File: src/rtl/micro_seq_pkg.sv
// Shared constants, types and the micro-step table for micro_sequencer.
package micro_seq_pkg;

  localparam int unsigned NUM_OPC         = 15;
  localparam int unsigned BASE_CTRL_W     = 13;
  localparam int unsigned TRAP_BIT        = BASE_CTRL_W - 1;
  localparam int unsigned MAX_TABLE_STEPS = 3;
  localparam int unsigned HALT_OPC        = 13;

  typedef logic [BASE_CTRL_W-1:0] ctrl_word_t;

  typedef enum logic {IDLE, EXEC} state_e;

  // Unused trailing slots are zero; the halt entry repeats its first word up to MAX_STEPS.
  localparam ctrl_word_t STEP_WORD [NUM_OPC][MAX_TABLE_STEPS] = '{
    '{13'd6,    13'd0,    13'd0},
    '{13'd1,    13'd0,    13'd0},
    '{13'd130,  13'd128,  13'd0},
    '{13'd2,    13'd0,    13'd0},
    '{13'd14,   13'd0,    13'd0},
    '{13'd298,  13'd0,    13'd0},
    '{13'd554,  13'd0,    13'd0},
    '{13'd810,  13'd0,    13'd0},
    '{13'd1066, 13'd0,    13'd0},
    '{13'd1322, 13'd0,    13'd0},
    '{13'd1610, 13'd0,    13'd0},
    '{13'd1866, 13'd0,    13'd0},
    '{13'd2058, 13'd0,    13'd0},
    '{13'd4096, 13'd0,    13'd0},
    '{13'd2320, 13'd2320, 13'd16}
  };

  localparam int unsigned STEP_CNT [NUM_OPC] = '{1, 1, 2, 1, 1, 1, 1, 1, 1, 1, 1, 1, 1, 1, 3};

endpackage

File: src/rtl/micro_rom.sv
// Combinational (opcode, step) -> (control word, last, illegal) lookup.
// MICRO_SEQUENCER_ILLEGAL_TRAP_EN: illegal opcodes emit a trap word and flag illegal.
module micro_rom
  import micro_seq_pkg::*;
#(
  parameter int unsigned OPC_W     = 5,
  parameter int unsigned CTRL_W    = 13,
  parameter int unsigned MAX_STEPS = 4,
  parameter int unsigned STEP_W    = 2
) (
  input  logic [OPC_W-1:0]  opc,
  input  logic [STEP_W-1:0] step,
  output logic [CTRL_W-1:0] word,
  output logic              last,
  output logic              illegal
);

  logic [3:0]  idx;
  int unsigned s;
  int unsigned cnt;

  always_comb begin
    word    = '0;
    last    = 1'b1;
    illegal = 1'b0;
    idx     = opc[3:0];
    s       = 32'(step);
    cnt     = 1;
    if (opc >= OPC_W'(NUM_OPC)) begin
`ifdef MICRO_SEQUENCER_ILLEGAL_TRAP_EN
      word[CTRL_W-1] = 1'b1;
      illegal        = 1'b1;
`endif
    end else if (idx == 4'(HALT_OPC)) begin
      word = CTRL_W'(STEP_WORD[HALT_OPC][0]);
      last = (s == MAX_STEPS - 1);
    end else begin
      // Entries longer than MAX_STEPS are truncated.
      cnt = (STEP_CNT[idx] < MAX_STEPS) ? STEP_CNT[idx] : MAX_STEPS;
      if (s < MAX_TABLE_STEPS) begin
        word = CTRL_W'(STEP_WORD[idx][s[1:0]]);
      end
      last = (s == cnt - 1);
    end
  end

endmodule

File: src/rtl/micro_sequencer.sv
// Expands accepted opcodes into a stream of control words under back-pressure.
// MICRO_SEQUENCER_ILLEGAL_TRAP_EN (in micro_rom) enables the illegal-opcode trap word.
module micro_sequencer
  import micro_seq_pkg::*;
#(
  parameter int unsigned OPC_W     = 5,
  parameter int unsigned CTRL_W    = 13,
  parameter int unsigned MAX_STEPS = 4
) (
  input  logic              clk,
  input  logic              reset,
  input  logic [OPC_W-1:0]  opc,
  input  logic              opc_valid,
  output logic              opc_ready,
  input  logic              flush,
  output logic [CTRL_W-1:0] ctrl,
  output logic              ctrl_valid,
  input  logic              ctrl_ready,
  output logic              ctrl_last,
  output logic              illegal
);

  localparam int unsigned STEP_W = (MAX_STEPS > 1) ? $clog2(MAX_STEPS) : 1;

  state_e             state_q, state_d;
  logic [STEP_W-1:0]  step_q, step_d;
  logic [OPC_W-1:0]   opc_q, opc_d;

  logic [CTRL_W-1:0]  rom_word;
  logic               rom_last;
  logic               rom_illegal;
  logic               exec;

  micro_rom #(
    .OPC_W     (OPC_W),
    .CTRL_W    (CTRL_W),
    .MAX_STEPS (MAX_STEPS),
    .STEP_W    (STEP_W)
  ) u_rom (
    .opc     (opc_q),
    .step    (step_q),
    .word    (rom_word),
    .last    (rom_last),
    .illegal (rom_illegal)
  );

  always_comb begin
    exec       = (state_q == EXEC);
    ctrl_valid = exec;
    ctrl       = exec ? rom_word : '0;
    ctrl_last  = exec & rom_last;
    illegal    = exec & rom_illegal;
    // Combinational from ctrl_ready so the next opcode follows the last step with no bubble.
    opc_ready  = ~flush & (~exec | (ctrl_last & ctrl_ready));

    state_d = state_q;
    step_d  = step_q;
    opc_d   = opc_q;
    if (flush) begin
      state_d = IDLE;
      step_d  = '0;
    end else if (opc_valid && opc_ready) begin
      state_d = EXEC;
      step_d  = '0;
      opc_d   = opc;
    end else if (exec && ctrl_ready) begin
      if (ctrl_last) begin
        state_d = IDLE;
        step_d  = '0;
      end else begin
        step_d = step_q + STEP_W'(1);
      end
    end
  end

  always_ff @(posedge clk) begin
    if (reset) begin
      state_q <= IDLE;
      step_q  <= '0;
      opc_q   <= '0;
    end else begin
      state_q <= state_d;
      step_q  <= step_d;
      opc_q   <= opc_d;
    end
  end

endmodule

File: config.mk
export PLATFORM = sky130hd
export DESIGN_NAME = micro_sequencer
export DESIGN_NICKNAME = d
export VERILOG_FILES = /design/src/rtl/micro_seq_pkg.sv /design/src/rtl/micro_rom.sv /design/src/rtl/micro_sequencer.sv
export SDC_FILE = /design/constraint.sdc
export NUM_CORES = 1
export LEC_CHECK = 0
export BUFFER_PORTS_ARGS = -buffer_cell sky130_fd_sc_hd__buf_4
export CAP_MARGIN = 0
export CORE_ASPECT_RATIO = 0.9
export CORE_MARGIN = 2
export CORE_UTILIZATION = 52
export DETAILED_ROUTE_END_ITERATION = 6
export PLACE_DENSITY = 0.82
export SLEW_MARGIN = 10
export SYNTH_ARGS = -nofsm -noshare
export SYNTH_HDL_FRONTEND = slang
export SYNTH_HIERARCHICAL = 1
export SYNTH_SLANG_ARGS = --single-unit
File: constraint.sdc
create_clock -name clk -period 4.8 [get_ports clk]
set_input_delay 0.48 -clock clk [delete_from_list [all_inputs] [get_ports clk]]
set_output_delay 0.48 -clock clk [all_outputs]
set_load 0.03 [all_outputs]
==> impl_metrics.yaml <==
run_status:
  status: "completed"
setup_path:
  slowest_stage: "dfxtp_1"
  crit_required_ns: 4.32
  slowest_delay_ns: 0.55
  cp_num_buf_inv: 1
  r2r_slack_ns: 2.02
  crit_arrival_ns: 2.65
  worst_r2r_endpoint: "opc_q[2]"
  cp_common_cell: "nor2_1"
  r2r_start: "opc_q[3]"
  crit_chain: "and2_4, o21ai_0, ha_1, xnor2_1, nor2_1, nor4bb_1, a311o_1, a21boi_4, nor2_1, buf_4"
  crit_type: "flip-flop to primary output"
  crit_path_end_kind: "primary output"
  r2r_cells: 10
  cp_top_family: "compound AO/OA/AOI/OAI gates"
  worstPathMaxFanout: 10
  start_kind: "flip-flop"
drt:
  drt-pass1-iter-count: 4
  drt-vias-per-instance: 5.56
  wl_um: 1660
  antenna_left: 0
  vias: 773
  drc: 0
  detail_route.wl_per_cell_um: 11.9
  drt_iter0_drc: 20
floorplan:
  dieArea_mm2: 0.00184
  coreArea_mm2: 0.00143
  fp.dieH_um: 40.9
  initial_utilization: 0.550
  die_w_um: 45.0
  fp-row-count: 13
  num_io_pins: 27
clock_tree:
  cts.reportedPaths.clkPinSlew_ns: 0.05
  cts.path.max_buffers: 2
  cts.sinks: 8
  cts_setup_buffers: 0
  cts-resized-gates: 0
  cts-hold-fix-buffers: 0
  numCtsBuffers: 3
  cts_root_buf: "clkbuf_4"
  worstSkewPairLatency_ns: 0.25
  htree_levels: 1
  cts_tree: "done"
synthesis:
  synth-xor-area-share: 0.0334
  ys.flop_type: "dfxtp_1"
  synth_area_um2: 787
  synth_top_area_cell: "dfxtp_1"
  syn_avg_cell_area_um2: 7.64
  ys_ff_latch: 8
  syn-instance-count: 103
  async_flop_share: 0
  synth.area.mux_share: 0.0763
  yosys-top-cells-count: "nor2_1, nand2b_1, and2_1"
  synth_top_family_by_area: "simple AND/OR/NAND/NOR gates"
  synth.distinct_cells: 40
  ys_warn_count: 6
  synth.most_common_cell: "nor2_1"
  synth_compound_area_frac: 0.121
  synth_enable_flop_cells: 0
  seq_area_frac_synth: 0.203
  synth_simple_gate_area_frac: 0.488
  synth_fp_nets: 114
  yosys.area_share.adder: 0.0159
  synth_top_area_frac: 0.203
  ys_top_cells_by_area: "dfxtp_1, nand2b_1, and2_1"
sta:
  max_slew_margin: 0.667
  rsz0062_at_grt: "false"
  hold_violations: 0
  finalCritPeriodShare: 0.652
  fin_skew_ns: 0.00281
  fin_setup_tns_ns: 0
  slew_violations: 0
  final-setup-viol-count: 0
  fmax_mhz: 319
  tightest_slew_ns: 0.498
  finalCriticalPeriod_ns: 3.13
global_routing:
  antenna_found_initial: 0
  grt_use_total: 0.205
  grt_pass1_vias: 634
  grt_pass1_wl_um: 2730
  gr-total-overflow: 0
  grt_max_degree: 21
min_path:
  holdPathEnd: "ctrl_valid"
  holdCritStartpoint: "opc_valid"
  hp-class: "input pin to flip-flop"
  hold_depth: 2
placement:
  hpwlAfterDp_um: 1260
  place.gp.congestion: 0.807
  portBuffers: 25
power_and_ir_drop:
  power.density_mw_per_mm2: 181
  p_leak_nw: 0.420
  peakVddDrop_v: 0.000216
cells_and_area:
  syn2layout_area_growth_pct: 23.8
  drive_gt1_frac: 0.306
  diodes: 0
  final_util: 0.681
  final_nets: 137
flow_run:
  cap_violations: 0
## power breakdown
group,internal [mW],switching [mW]
clock,0.0285,0.0215
combinational,0.0247,0.0246
sequential,0.0692,0.00772
## worst max path at each step
stage               startpoint   endpoint  cells after the start
detailed placement    opc_q[3]  opc_ready                     10
finish                opc_q[3]  opc_ready                     10
global placement      opc_q[3]  opc_ready                     10
floorplan             opc_q[3]  opc_ready                     10
CTS                   opc_q[3]  opc_ready                     10
global route          opc_q[3]  opc_ready                     10
## area by class of cell
cell class                 instances  area [um^2]
tap                               15         18.8
clock buffer                       3         22.5
inverter                           1         3.75
timing repair buffer              25          188
multi-input combinational         87          582
sequential                         8          160
fill                             123          457
## logic make-up after synthesis
logic type / after synthesis
and+or+nand+nor: 63
AOI/OAI and AO/OA: 13
DFF: 8
buffers and inverters: 8
muxes: 6
xor gates and xnor gates: 3
adders and majority gates: 1
other: 1
## cells in the final DEF, fill, tap and decap left out, drive strengths merged, types with 2 or more instances in the layout
| cell type | synthesis | routed |
|---|---|---|
| and2 | 16 | 16 |
| nor3b | 2 | 2 |
| nand2b | 13 | 13 |
| nor3 | 5 | 5 |
| o21ai | 4 | 4 |
| nand2 | 6 | 6 |
| mux2i | 6 | 6 |
| clkbuf | 1 | 3 |
| buf | 6 | 25 |
| xor2 | 2 | 2 |
| a21oi | 3 | 3 |
| dfxtp | 8 | 8 |
| nor2 | 13 | 13 |
## state kept, by name (all words and copies together) (netlist names)
signal	count
step_q	2
ctrl_valid	1
opc_q	5
## layer usage
layer	vias to the layer above	track usage	part of all wire
met5	-	0	0
met4	0	0.0368	0
met3	0	0.0529	0.048
met2	21	0.382	0.51
met1	361	0.243	0.44
li1	391	-	-
## per-stage QoR
step / instance area, um^2 / hold slack (ns) / power [mW] / setup WS (ns) / instances
after floorplan: 787 / 0.445 / 0.113 / 2.17 / 103
after global placement: 952 / 0.573 / 0.126 / 2.03 / 136
after detailed placement: 952 / 0.593 / 0.127 / 1.94 / 136
after CTS: 975 / 0.460 / 0.179 / 1.67 / 139
after global routing: 975 / 0.457 / 0.186 / 1.55 / 139
final: 975 / 0.468 / 0.176 / 1.67 / 139
No activity file was read; power rests on OpenSTA's default activity.
